## src/rtl/feedback_gain_sched.sv

```systemverilog
// Closed-loop gain scheduler: acquires lock at a coarse shift, ramps one shift
// step per dwell period to the fine tracking shift, and falls back on loss of lock.
module feedback_gain_sched #(
   parameter int CNT_W = 16,
   parameter int LCK_W = 8
) (
   input  logic               i_clk,
   input  logic               i_rst_n,
   input  logic               i_trig,
   input  logic signed [31:0] i_err,
   input  logic [31:0]        i_fb_ON,
   input  logic [4:0]         i_gain_start,
   input  logic [4:0]         i_gain_final,
   input  logic [CNT_W-1:0]   i_dwell,
   input  logic [31:0]        i_lock_th,
   input  logic [LCK_W-1:0]   i_lock_cnt,
   output logic [31:0]        o_fb_ON,
   output logic [31:0]        o_gain_sel,
   output logic [2:0]         o_state,
   output logic               o_locked,
   output logic               o_gain_evt,
   output logic               o_lost
);

   typedef enum logic [2:0] {
      ST_OFF   = 3'd0,
      ST_CONST = 3'd1,
      ST_ACQ   = 3'd2,
      ST_RAMP  = 3'd3,
      ST_TRACK = 3'd4
   } state_t;

   state_t            state_q, state_d;
   logic [31:0]       fb_q, fb_d;
   logic [4:0]        gain_q, gain_d;
   logic              locked_q, evt_q, lost_q, lost_d;
   logic [LCK_W-1:0]  run_q, run_d;
   logic [CNT_W-1:0]  dwl_q, dwl_d;
   logic [4:0]        sh_start_q, sh_start_d, sh_final_q, sh_final_d;
   logic [CNT_W-1:0]  sh_dwell_q, sh_dwell_d;
   logic [LCK_W-1:0]  sh_lock_q, sh_lock_d;

   logic [31:0]       abs_err;
   logic              in_th;
   logic [LCK_W-1:0]  lock_eff, run_inc, acq_nxt, unl_nxt;
   logic [CNT_W-1:0]  dwell_eff, dwl_inc;
   logic [4:0]        gain_inc;

   // |-2^31| does not fit in 31 bits, so it saturates instead of wrapping
   always_comb begin
      if (!i_err[31])
         abs_err = i_err;
      else if (i_err == 32'sh8000_0000)
         abs_err = 32'h7FFF_FFFF;
      else
         abs_err = -i_err;
   end

   assign in_th     = (abs_err <= i_lock_th);
   assign lock_eff  = (sh_lock_q == '0) ? {{(LCK_W-1){1'b0}}, 1'b1} : sh_lock_q;
   assign dwell_eff = (sh_dwell_q == '0) ? {{(CNT_W-1){1'b0}}, 1'b1} : sh_dwell_q;
   assign run_inc   = run_q + {{(LCK_W-1){1'b0}}, 1'b1};
   assign acq_nxt   = in_th ? run_inc : '0;
   assign unl_nxt   = in_th ? '0 : run_inc;
   assign dwl_inc   = dwl_q + {{(CNT_W-1){1'b0}}, 1'b1};
   assign gain_inc  = gain_q + 5'd1;

   always_comb begin
      state_d    = state_q;
      gain_d     = gain_q;
      run_d      = run_q;
      dwl_d      = dwl_q;
      lost_d     = 1'b0;
      sh_start_d = sh_start_q;
      sh_final_d = sh_final_q;
      sh_dwell_d = sh_dwell_q;
      sh_lock_d  = sh_lock_q;

      if (i_fb_ON != 32'd1 && i_fb_ON != 32'd2) begin
         state_d = ST_OFF;
         gain_d  = i_gain_start;
         run_d   = '0;
         dwl_d   = '0;
      end else if (i_fb_ON == 32'd2) begin
         state_d = ST_CONST;
         gain_d  = i_gain_start;
         run_d   = '0;
         dwl_d   = '0;
      end else begin
         case (state_q)
            ST_OFF, ST_CONST: begin
               state_d    = ST_ACQ;
               gain_d     = i_gain_start;
               run_d      = '0;
               dwl_d      = '0;
               sh_start_d = i_gain_start;
               sh_final_d = i_gain_final;
               sh_dwell_d = i_dwell;
               sh_lock_d  = i_lock_cnt;
            end
            ST_ACQ: begin
               gain_d = sh_start_q;
               if (i_trig) begin
                  if (acq_nxt == lock_eff) begin
                     run_d = '0;
                     dwl_d = '0;
                     if (sh_start_q < sh_final_q) begin
                        state_d = ST_RAMP;
                     end else begin
                        state_d = ST_TRACK;
                        gain_d  = sh_final_q;
                     end
                  end else begin
                     run_d = acq_nxt;
                  end
               end
            end
            ST_RAMP: begin
               if (i_trig) begin
                  if (dwl_inc == dwell_eff) begin
                     dwl_d  = '0;
                     gain_d = gain_inc;
                     if (gain_inc == sh_final_q)
                        state_d = ST_TRACK;
                  end else begin
                     dwl_d = dwl_inc;
                  end
               end
            end
            ST_TRACK: begin
               gain_d = sh_final_q;
               if (i_trig) begin
                  if (unl_nxt == lock_eff) begin
                     state_d = ST_ACQ;
                     gain_d  = sh_start_q;
                     lost_d  = 1'b1;
                     run_d   = '0;
                  end else begin
                     run_d = unl_nxt;
                  end
               end
            end
            default: begin
               state_d = ST_OFF;
               gain_d  = i_gain_start;
               run_d   = '0;
               dwl_d   = '0;
            end
         endcase
      end

      case (state_d)
         ST_OFF:   fb_d = 32'd0;
         ST_CONST: fb_d = 32'd2;
         default:  fb_d = 32'd1;
      endcase
   end

   always_ff @(posedge i_clk or negedge i_rst_n) begin
      if (!i_rst_n) begin
         state_q    <= ST_OFF;
         fb_q       <= '0;
         gain_q     <= 5'd5;
         locked_q   <= 1'b0;
         evt_q      <= 1'b0;
         lost_q     <= 1'b0;
         run_q      <= '0;
         dwl_q      <= '0;
         sh_start_q <= '0;
         sh_final_q <= '0;
         sh_dwell_q <= '0;
         sh_lock_q  <= '0;
      end else begin
         state_q    <= state_d;
         fb_q       <= fb_d;
         gain_q     <= gain_d;
         locked_q   <= (state_d == ST_TRACK);
         evt_q      <= (gain_d != gain_q);
         lost_q     <= lost_d;
         run_q      <= run_d;
         dwl_q      <= dwl_d;
         sh_start_q <= sh_start_d;
         sh_final_q <= sh_final_d;
         sh_dwell_q <= sh_dwell_d;
         sh_lock_q  <= sh_lock_d;
      end
   end

   assign o_fb_ON    = fb_q;
   assign o_gain_sel = {27'd0, gain_q};
   assign o_state    = state_q;
   assign o_locked   = locked_q;
   assign o_gain_evt = evt_q;
   assign o_lost     = lost_q;

endmodule
```

## config.mk

```make
export PLATFORM = sky130hd
export DESIGN_NAME = feedback_gain_sched
export DESIGN_NICKNAME = d
export VERILOG_FILES = /design/src/rtl/feedback_gain_sched.sv
export SDC_FILE = /design/constraint.sdc
export NUM_CORES = 1
export LEC_CHECK = 0
export ABC_CLOCK_PERIOD_IN_PS = 4100
export CAP_MARGIN = 5
export CORE_ASPECT_RATIO = 0.9
export CORE_MARGIN = 3
export CORE_UTILIZATION = 40
export CTS_CLUSTER_DIAMETER = 120
export DETAILED_ROUTE_END_ITERATION = 12
export PLACE_DENSITY_LB_ADDON = 0.05
export SLEW_MARGIN = 0
export SYNTH_ARGS = -nofsm -noshare
export SYNTH_HDL_FRONTEND = slang
export SYNTH_SLANG_ARGS = --single-unit
```

## constraint.sdc

```tcl
create_clock -name i_clk -period 4.1 [get_ports i_clk]
set_input_delay 1.23 -clock i_clk [delete_from_list [all_inputs] [get_ports i_clk]]
set_output_delay 1.23 -clock i_clk [all_outputs]
set_load 0.005 [all_outputs]
```

==> impl_results.md, run 1 <==
- R2r setup slk: 280 ps
- Crit start category: primary input
- Crit Path Class: in -> reg
- Post-route antenna net violation count: 0
- Placed Cells: 1,314
- Main combinational cell family by area after synthesis: simple AND/OR/NAND/NOR gates
- Least-Margin Pin Slew: 923.3 ps
- Slew headroom: 38.44%
- Vias per std cell: 5.347
- Vias post-DR: 7,267
- Status: finished, violations left
- Net Sw Frac: 26.58%
- Synth Area in Simple Gates: 22.25%
- Setup TNS: -64,600 ps
- First-pass GRT wire length: 35.89 mm
- Final wirelength: 22.44 mm
- Top FF cell, synth: dfrtp_1
- Synth Area in Adders: 6.917%
- Synth unique cells: 88
- Max layer used: met4
- Dominant cell type by area after synthesis: dfrtp_1
- Fmax: 160.6 MHz
- Synth area leaders: dfrtp_1 (24%), ha_1 (6.9%), buf_4 (6.4%), xor2_1 (5.1%), mux2_2 (4.8%)
- Fin nets: 1,287
- PwrDens: 195.2 nW/um^2
- Residual DRC: 0
- Seq/Total Area, Yosys: 24.59%
- Post-synth EDFFs: 0
- Cts hold-fix bufs: 0
- Synth top area share: 23.86%
- Failing checks: setup timing
- Non-filler instance count after layout: 1,359
- CP arrival: 6490 ps
- Total GRT Usage: 22.36%
- I/O Pins: 203
- Pre-CTS WS: -2907 ps
- GRT overflow: 0
- Die area: 19,740 sq um
- Root Buffer Master: clkbuf_16
- Core area: 17,670 sq um
- Int Pwr: 1.506 mW
- Starting Density: 40.95%
- Largest buffer count on any clock path: 2
- Diodes inserted: 0
- Antenna violations before repair: 0
- Post-synthesis xor/xnor area fraction: 8.439%
- Die X: 147.8 microns
- Initial DRT Pass Iterations: 7
- Tmin final: 6226 ps
- Final Max Slew Viols: 0
- Max Cap Viol: 0
- CTS Buf Count: 9
- Synth Cell Area: 7236 sq um
- Combinational Power Share: 23.7%
- Number of global-route vias before repair: 7,132
- Row count: 46
- Die Ht: 133.6 microns
- Crit end category: register
- Synth async-reset ratio: 100.0%
- Clock Skews: 8.298 ps
- Drt initial violations: 455
- Sequential share of power: 34.7%
- Required time worst endpoint: 4370 ps
- Final setup viols: 35
- NetSw: 0.5451 mW
- Worst skew pair latency: 340 ps
- Leakage power: 4.607 nW
- Hold/Removal Path Class: reg -> reg
- Mapped Cells: 872
- Yosys warning total: 0
- Peak supply drop: 174.3 uV
- Maximum net fanout on the critical path: 6
- Commonest non-fill, non-tap cell in the layout: clkdlybuf4s50_1
- Worst setup margin: -2126 ps
- # clock sinks: 71
- Largest net degree at the start of global routing: 72
- Met1 Routed Length: 10.63 mm
- Area grow syn2layout: 45.18%
- Post-synthesis mux area share: 6.900%
- Metal3 WL: 1.474 mm
- Port-buffer cells: 145
- CTS tree: yes
- HPWL after DPL: 17.00 mm
- Final Cycle Share: 151.8%
- Most frequent cells in the layout: clkdlybuf4s50_1 (135), buf_4 (100), nand2_1 (80), dfrtp_1 (69), conb_1 (57)
- Metal2 WL: 10.14 mm
- Mapped Avg Cell Area: 8.298 sq um
- GP Congestion: 0.8686
- Wirelength per Cell: 16.51 microns
- Clk network pwr share: 41.5%
- H-Tree Depth: 3
- Compound-Gate Fraction of Synth Area: 19.51%
- Layout cells sized above 1: 25.47%
- Unrepaired setup endpoints after global routing: yes
- Seq cells post-synth: 71
- Final hold viol count: 0
- Reg clk slew, reported paths: 60 ps
routing by layer:
metal	up-vias	global-route usage (%)
met3	18	4.490
met2	259	36.38
li1	3544	-
met4	0	3.054
met1	3446	31.66
met5	-	0
metrics by stage:
stage                     instance area, sq um  hold slack [ps]  power (mW)  util, %
after floorplan                           7635            470.6      0.9561        -
after global placement                    9504            481.5       1.175    53.79
after detailed placement                  9504            484.8       1.177    53.79
after CTS                                10290            493.0       2.052    58.24
after global routing                     10510            507.5       2.151    59.45
final                                    10510            489.6       2.051    59.45
power by group through the flow:
stage | Combinational [mW] | Sequential [mW] | Clock [mW]
after floorplan | 0.236 | 0.720 | 0
after global placement | 0.450 | 0.725 | 0
after detailed placement | 0.453 | 0.724 | 0
after CTS | 0.473 | 0.712 | 0.867
after global routing | 0.543 | 0.712 | 0.896
final | 0.487 | 0.712 | 0.852
registers in the layout, summed over array words and instances (netlist names):
signal and flops:
o_fb_ON 2, dwl_q 16, o_gain_evt 1, sh_start_q 5, o_state 3, o_lost 1, sh_final_q 5, o_locked 1
sh_dwell_q 16, run_q 8, sh_lock_q 8, gain_q 5
cell families after synthesis:
group / count (synthesis)
simple gates: 299
compound gates: 203
buf+inv: 148
flops: 71
xor+xnor: 64
mux: 46
fa+ha+maj: 40
other cells: 1
critical path: stages:
cell and delay (ps):
buf_6 90, or4_4 540, nor4_4 230, nand2b_4 80
buf_4 130, buf_4 120, buf_4 120, buf_4 120
buf_4 130, buf_4 120, buf_4 120, buf_4 130
nand2_2 70, xor2_1 140, nand2_1 110, ha_4 280
nand4_1 140, buf_4 180, a2111o_1 470, a311oi_2 310
a211oi_4 100, a2111o_1 480, o211ai_2 190, and3b_1 180
or4b_4 460, o2111a_1 140, nand4_1 80
worst paths after layout:
check                                            from                       end  cells past startpoint
worst min-delay path            dwl_q[15]$_DFFE_PN0P_     dwl_q[15]$_DFFE_PN0P_                      1
worst min register to register  dwl_q[15]$_DFFE_PN0P_     dwl_q[15]$_DFFE_PN0P_                      1
max in group asynchronous                     i_rst_n      o_fb_ON[1]$_DFF_PN0_                      1
min in group asynchronous                     i_rst_n  sh_lock_q[6]$_DFFE_PN0P_                      1
worst max-delay path                         i_err[9]      o_gain_evt$_DFF_PN0_                     27
worst max register to register   dwl_q[1]$_DFFE_PN0P_      o_gain_evt$_DFF_PN0_                     13
Yosys cell counts (3+ instances only):
| master | instances |
|---|---|
| dfrtp_1 | 69 |
| xnor2_1 | 18 |
| nand3_1 | 28 |
| nand2b_1 | 10 |
| or3_1 | 8 |
| clkbuf_1 | 18 |
| o21a_1 | 8 |
| nor3_1 | 13 |
| nor2_1 | 42 |
| o22ai_1 | 5 |
| nand4_1 | 26 |
| mux2i_1 | 15 |
| mux2_2 | 31 |
| a21o_1 | 7 |
| nand3b_1 | 9 |
| nor4_1 | 18 |
| or4_1 | 7 |
| ha_1 | 40 |
| nor2b_1 | 7 |
| o31ai_1 | 16 |
| buf_6 | 3 |
| and2_1 | 8 |
| a211oi_1 | 6 |
| buf_4 | 62 |
| xor2_1 | 42 |
| buf_2 | 8 |
| inv_1 | 56 |
| o21ai_0 | 51 |
| o211ai_1 | 5 |
| a221oi_1 | 3 |
| o41ai_1 | 5 |
| a31oi_1 | 8 |
| a21oi_1 | 44 |
| nand2_1 | 91 |
| a2111o_1 | 4 |
what timing repair did:
item                                    CTS  global route
endpoints found under the setup margin   35            35
cloned                                    3             0
resized for setup                        90            34
hold endpoints to repair                  0             0
pin swaps                                40            14
setup buffers                            21             6
layout make-up:
cell class | count | area [sq um]
Inverter | 56 | 212.7
Multi-Input combinational cell | 711 | 5426
Clock buffer | 9 | 225.2
Fill cell | 1591 | 7164
Tap cell | 240 | 300.3
Clock inverter | 7 | 95.09
Timing Repair Buffer | 265 | 2466
Sequential cell | 71 | 1779
Note: power is estimated with default switching activity, not from simulation.
==> inputs of run 2 (changes only) <==
--- a/config.mk
+++ b/config.mk
@@ -12,7 +12,7 @@
 export CORE_UTILIZATION = 40
 export CTS_CLUSTER_DIAMETER = 120
 export DETAILED_ROUTE_END_ITERATION = 12
-export PLACE_DENSITY_LB_ADDON = 0.05
+export PLACE_DENSITY = 0.69
 export SLEW_MARGIN = 0
 export SYNTH_ARGS = -nofsm -noshare
 export SYNTH_HDL_FRONTEND = slang
==> run 2 against run 1 <==
Highest routed layer unchanged; sequential cell count did not move; final area up 2.6%; worst setup slack improved by 19 ps; critical path type unchanged; wire length up 5.4%; critical path depth rose by 2; via count grew 2.7%; sequential power is essentially flat; die area stayed put; utilization is 1.6 points higher; worst hold slack gained 20 ps; total power is 1.9% higher; the flow still finishes with violations (setup timing); combinational power grew 12%.
==> impl_results.md, run 2 (synthesis results as in run 1) <==
- Starting Density: 40.95%
- Post-route antenna net violation count: 0
- H-Tree Depth: 3
- Worst setup margin: -2107 ps
- Hold/Removal Path Class: reg -> reg
- Pre-CTS WS: -2917 ps
- Final setup viols: 35
- R2r setup slk: 450 ps
- Final Cycle Share: 151.4%
- GRT overflow: 0
- Slew headroom: 40.38%
- Die Ht: 133.6 microns
- Fin nets: 1,302
- Total GRT Usage: 21.70%
- Peak supply drop: 221.0 uV
- Sequential share of power: 34.1%
- Core area: 17,670 sq um
- Crit start category: primary input
- Final hold viol count: 0
- Commonest non-fill, non-tap cell in the layout: clkdlybuf4s50_1
- Tmin final: 6207 ps
- Drt initial violations: 626
- Vias per std cell: 5.433
- Required time worst endpoint: 4370 ps
- Row count: 46
- Worst R2R Path Depth: 12
- Tot Pwr: 2.090 mW
- Critical Path Source: i_err[7]
- Die X: 147.8 microns
- CP max stage cell: or4_4
- First-pass GRT wire length: 35.09 mm
- PwrDens: 193.9 nW/um^2
- Setup crit end: o_gain_evt$_DFF_PN0_
- HPWL after DPL: 17.08 mm
- Final Max Slew Viols: 0
- Largest regs: dwl_q x16, sh_dwell_q x16
- Crit Reg-Reg Startpoint: dwl_q[0]$_DFFE_PN0P_
- Vias post-DR: 7,460
- NetSw: 0.5597 mW
- Worst skew pair latency: 340 ps
- Crit end category: register
- Most used cell, CP: buf_4
- Maximum net fanout on the critical path: 5
- Least-Margin Pin Slew: 894.3 ps
- Clk network pwr share: 39.9%
- Unrepaired setup endpoints after global routing: yes
- Initial DRT Pass Iterations: 6
- Residual DRC: 0
- GP Congestion: 0.9222
- Core Util, Final: 61.01%
- CTS tree: yes
- Wirelength per Cell: 17.22 microns
- Port-buffer cells: 145
- Largest buffer count on any clock path: 2
- Reg2Reg Capture Point: o_gain_evt$_DFF_PN0_
- CP peak stage delay: 540 ps
- Crit Path Class: in -> reg
- Combinational Power Share: 26.0%
- Final wirelength: 23.65 mm
- Reg clk slew, reported paths: 60 ps
- Max Cap Viol: 0
- Largest net degree at the start of global routing: 72
- Layout cells sized above 1: 28.95%
- Int Pwr: 1.531 mW
- Failing checks: setup timing
- Antenna violations before repair: 0
- Status: finished, violations left
- # clock sinks: 71
- Area grow syn2layout: 48.99%
- I/O Pins: 203
- Root Buffer Master: clkbuf_16
- Fmax: 161.1 MHz
- Leakage power: 4.713 nW
- Die area: 19,740 sq um
- Most frequent cells in the layout: clkdlybuf4s50_1 (134), buf_4 (118), nand2_1 (71), dfrtp_1 (69), conb_1 (57)
- Diodes inserted: 0
- CTS Buf Count: 9
- Net Sw Frac: 26.77%
- Cts hold-fix bufs: 0
- Number of global-route vias before repair: 6,975
- Clock Skews: 7.608 ps
- CP arrival: 6480 ps
run 2: changes by cell type in the layout (fill, tap and decap cells not counted), moves of 4 or more:
cell,change
buf_4,+18
buf_6,-4
ha_1,-8
ha_4,+8
nand2_1,-9
nand2_2,+9
run 2: worst max-delay path, delay by kind of cell:
family	cells	cell delay, ps
AO/OA/AOI/OAI	4	540
buffers and inverters	11	1490
adder cells (fa/ha/maj)	1	270
AND/OR/NAND/NOR	12	2710
XOR/XNOR	1	220
run 2: power groups by stage:
stage / Clock (mW) / Sequential [mW] / Combinational [mW]
after global routing: 0.878 / 0.713 / 0.593
final: 0.835 / 0.712 / 0.544
after global placement: 0 / 0.725 / 0.437
after floorplan: 0 / 0.720 / 0.236
after CTS: 0.853 / 0.712 / 0.468
after detailed placement: 0 / 0.724 / 0.445
run 2: what timing repair did:
action,CTS,global route
setup buffers,23,23
setup endpoints to repair,35,35
pin swaps,27,25
cloned,0,2
gates resized for setup,57,97
run 2: worst min path at each step:
stage	startpoint	depth (start not counted)	to
finish	dwl_q[15]$_DFFE_PN0P_	1	dwl_q[15]$_DFFE_PN0P_
global route	dwl_q[15]$_DFFE_PN0P_	1	dwl_q[15]$_DFFE_PN0P_
CTS	dwl_q[15]$_DFFE_PN0P_	1	dwl_q[15]$_DFFE_PN0P_
detailed placement	dwl_q[15]$_DFFE_PN0P_	1	dwl_q[15]$_DFFE_PN0P_
global placement	dwl_q[15]$_DFFE_PN0P_	1	dwl_q[15]$_DFFE_PN0P_
floorplan	dwl_q[15]$_DFFE_PN0P_	1	dwl_q[15]$_DFFE_PN0P_
run 2: per-stage QoR:
| step | hold WS (ps) | TNS, ps | instances | instance area (sq um) |
|---|---|---|---|---|
| final | 509.2 | -67450 | 1373 | 10780 |
| after global placement | 483.0 | -88770 | 1311 | 9483 |
| after CTS | 525.7 | -62530 | 1348 | 10110 |
| after floorplan | 470.6 | -59490 | 928 | 7635 |
| after detailed placement | 518.4 | -93370 | 1311 | 9483 |
| after global routing | 546.6 | -75550 | 1373 | 10780 |
run 2: metal layers:
layer  GRT usage (%)  routed length [microns]  vias up
met3           2.755                     1233       39
met2           35.87                    11350      260
met5               0                        0        -
met1           29.89                    10500     3588
li1                -                        -     3573
met4           6.263                      565        0
run 2: area by class of cell:
type | count | area (sq um)
clock buffers | 9 | 225.2
clock inverters | 6 | 86.33
fillers | 1510 | 6889
inverters | 56 | 210.2
multi-input cells | 711 | 5623
flip-flops and latches | 71 | 1779
well taps | 240 | 300.3
repair buffers | 280 | 2556
==> inputs of run 3 (changes only) <==
--- a/config.mk
+++ b/config.mk
@@ -5,11 +5,13 @@
 export SDC_FILE = /design/constraint.sdc
 export NUM_CORES = 1
 export LEC_CHECK = 0
+export ABC_AREA = 1
 export ABC_CLOCK_PERIOD_IN_PS = 4100
 export CAP_MARGIN = 5
 export CORE_ASPECT_RATIO = 0.9
 export CORE_MARGIN = 3
 export CORE_UTILIZATION = 40
+export CTS_BUF_LIST = sky130_fd_sc_hd__clkbuf_8
 export CTS_CLUSTER_DIAMETER = 120
 export DETAILED_ROUTE_END_ITERATION = 12
 export PLACE_DENSITY = 0.69
==> run 3 against run 2 <==
The run still ends with setup timing left; via count grew 4.3%; count of clock-buffer cells in the layout increased by 1; non-clock buffer count down 8; total power decreased by 11%; critical path depth is 13 higher; global-route usage is 0.57 points lower; sequential cell count is the same; utilization increased by 0.078 points; sequential share of layout area is 0.51 points higher.
==> impl_results.md, run 3 <==
- Post-synthesis mux area share: 1.258%
- Synth Area in Adders: 7.086%
- Maximum net fanout on the critical path: 8
- Largest buffer count on any clock path: 2
- Residual DRC: 0
- Crit end category: register
- Commonest non-fill, non-tap cell in the layout: nand2_1
- Vias post-DR: 7,782
- I/O Pins: 203
- Reg clk slew, reported paths: 80 ps
- Final Max Slew Viols: 0
- CP peak stage delay: 270 ps
- Non-filler instance count after layout: 1,555
- Multi-input gate area: 4911 sq um
- Area grow syn2layout: 48.04%
- Most used cell, CP: nand2_1
- PwrDens: 177.0 nW/um^2
- # clock sinks: 71
- Post-synth EDFFs: 0
- Largest regs: dwl_q x16, sh_dwell_q x16
- H-Tree Depth: 3
- Status: finished, violations left
- Fmax: 163.3 MHz
- Least-Margin Pin Slew: 701.0 ps
- Worst skew pair latency: 370 ps
- Crit Path Class: in -> reg
- Root Buffer Master: clkbuf_8
- HPWL after DPL: 16.56 mm
- Required time worst endpoint: 4350 ps
- First-pass GRT wire length: 34.08 mm
- Number of global-route vias before repair: 7,103
- Main combinational cell family by area after synthesis: simple AND/OR/NAND/NOR gates
- Synth Cell Area: 7063 sq um
- Compound-Gate Fraction of Synth Area: 9.885%
- Layout cells sized above 1: 24.87%
- FF/Latch Area: 1779 sq um
- Crit start category: primary input
- Total GRT Usage: 21.13%
- Failing checks: setup timing
- Final wirelength: 22.35 mm
- Slew headroom: 53.12%
- GP Congestion: 0.9113
- Wirelength per Cell: 14.37 microns
- CTS tree: yes
- Seq/Total Area, Yosys: 25.19%
- Port-buffer cells: 145
- Vias per std cell: 5.005
- Dominant cell type by area after synthesis: dfrtp_1
- Antenna violations before repair: 1
- Hold/Removal Path Class: reg -> reg
- Synth top area share: 24.45%
- Starting Density: 41.26%
- Clock Skews: 13.18 ps
- Final Cycle Share: 149.4%
- Synth unique cells: 48
- Die Ht: 132.1 microns
- Final setup viols: 35
- Tot Pwr: 1.851 mW
- Die X: 146.1 microns
- Worst setup margin: -2024 ps
- Leakage power: 5.081 nW
- Commonest cells post-synth: nand2_1 (222), inv_1 (154), nand3_1 (100), nor2_1 (100), dfrtp_1 (69)
- Die area: 19,290 sq um
- Final hold viol count: 0
- Core Util, Final: 61.09%
- Placed Cells: 1,499
- Peak supply drop: 160.2 uV
- Largest net degree at the start of global routing: 54
- CP arrival: 6370 ps
- Row count: 45
- Initial DRT Pass Iterations: 5
- Post-route antenna net violation count: 0
- Max Cap Viol: 0
- Most frequent cell after synthesis: nand2_1
- Synth area leaders: dfrtp_1 (24%), nand2_1 (12%), inv_1 (8.2%), ha_1 (7.1%), nand3_1 (7.1%)
- Pre-CTS WS: -2543 ps
- Drt initial violations: 453
- GRT overflow: 0
- Most frequent cells in the layout: nand2_1 (194), inv_1 (145), clkdlybuf4s50_1 (138), buf_4 (99), nor2_1 (90)
- Synth async-reset ratio: 100.0%
- Tmin final: 6124 ps
- CTS Buf Count: 9
- Cts hold-fix bufs: 0
- Fin nets: 1,488
- Yosys warning total: 0
- Synth Area in Simple Gates: 35.91%
- Mapped Cells: 1,053
- Seq cells post-synth: 71
- Post-synthesis xor/xnor area fraction: 4.163%
- Unrepaired setup endpoints after global routing: yes
- Core area: 17,120 sq um
- CP max stage cell: ha_1
- Top FF cell, synth: dfrtp_1
- Mapped Avg Cell Area: 6.708 sq um
- # fillers: 1,520
[run 3: cell types whose count changed after synthesis, sizes merged, moves of 10 or more]
cell    delta
nand3     +77
or2       +16
nand2b    -10
o31ai     -11
nor2      +69
o21ai     -15
inv      +110
mux2      -24
buf       -10
nand2    +136
mux2i     -14
xor2      -23
[run 3: worst paths after layout]
check	cells after the start	from	slack, ps	end
max in group asynchronous	2	i_rst_n	2410	sh_lock_q[4]$_DFFE_PN0P_
min in group asynchronous	1	i_rst_n	880	gain_q[4]$_DFF_PN0_
min	2	run_q[7]$_DFFE_PN0P_	510	run_q[7]$_DFFE_PN0P_
max reg2reg	20	dwl_q[1]$_DFFE_PN0P_	1010	o_gain_evt$_DFF_PN0_
min reg2reg	2	run_q[7]$_DFFE_PN0P_	510	run_q[7]$_DFFE_PN0P_
max	42	i_err[0]	-2020	o_gain_evt$_DFF_PN0_
[run 3: cell type report]
| cell class | instances | share of cell area (%) |
|---|---|---|
| multi-input cells | 793 | 46.97 |
| repair buffers | 272 | 24.73 |
| flip-flops and latches | 71 | 17.02 |
| inverters | 168 | 6.342 |
| well taps | 235 | 2.812 |
| clock buffers | 10 | 1.316 |
| clock inverters | 5 | 0.7898 |
| diodes | 1 | 0.02393 |
[run 3: cell families after synthesis]
family | count (synthesis)
flip-flops | 71
multiplexers | 8
buffers and inverters | 247
adder cells (fa/ha/maj) | 40
XOR/XNOR | 32
other | 1
AO/OA/AOI/OAI | 123
AND/OR/NAND/NOR | 531
[run 3: per-layer routing]
| metal | up-vias | track usage (%) | routed length, microns | share of wire [%] |
|---|---|---|---|---|
| met1 | 3567 | 28.03 | 9466 | 42 |
| met2 | 336 | 35.60 | 10740 | 48 |
| met4 | 0 | 5.956 | 613 | 2.7 |
| met5 | - | 0 | 0 | 0 |
| met3 | 48 | 3.713 | 1531 | 6.8 |
| li1 | 3831 | - | - | - |
[run 3: repair_timing]
item                       CTS  global route
setup buffers               29            13
cloned                       3             2
gates resized for setup     78            87
setup endpoints to repair   35            35
pin swaps                   39            36
[run 3: power breakdown]
group / switching (mW) / internal, mW
Combinational: 0.237 / 0.267
Sequential: 0.00438 / 0.703
Clock: 0.282 / 0.357
Total: 0.524 / 1.33
[run 3: metrics by stage]
stage | hold slack [ps] | area [sq um] | setup TNS [ps]
final | 506.8 | 10460 | -64330
after global routing | 521.9 | 10460 | -75030
after CTS | 512.1 | 10020 | -53750
after detailed placement | 493.5 | 9308 | -82710
after global placement | 488.0 | 9308 | -79970
after floorplan | 468.5 | 7382 | -37220
[run 3: critical path, delay by kind of cell]
kind | cells | cell delay (ps)
buffers and inverters | 8 | 860
and+or+nand+nor | 31 | 3690
AOI/OAI and AO/OA | 1 | 190
adders and majority gates | 2 | 390
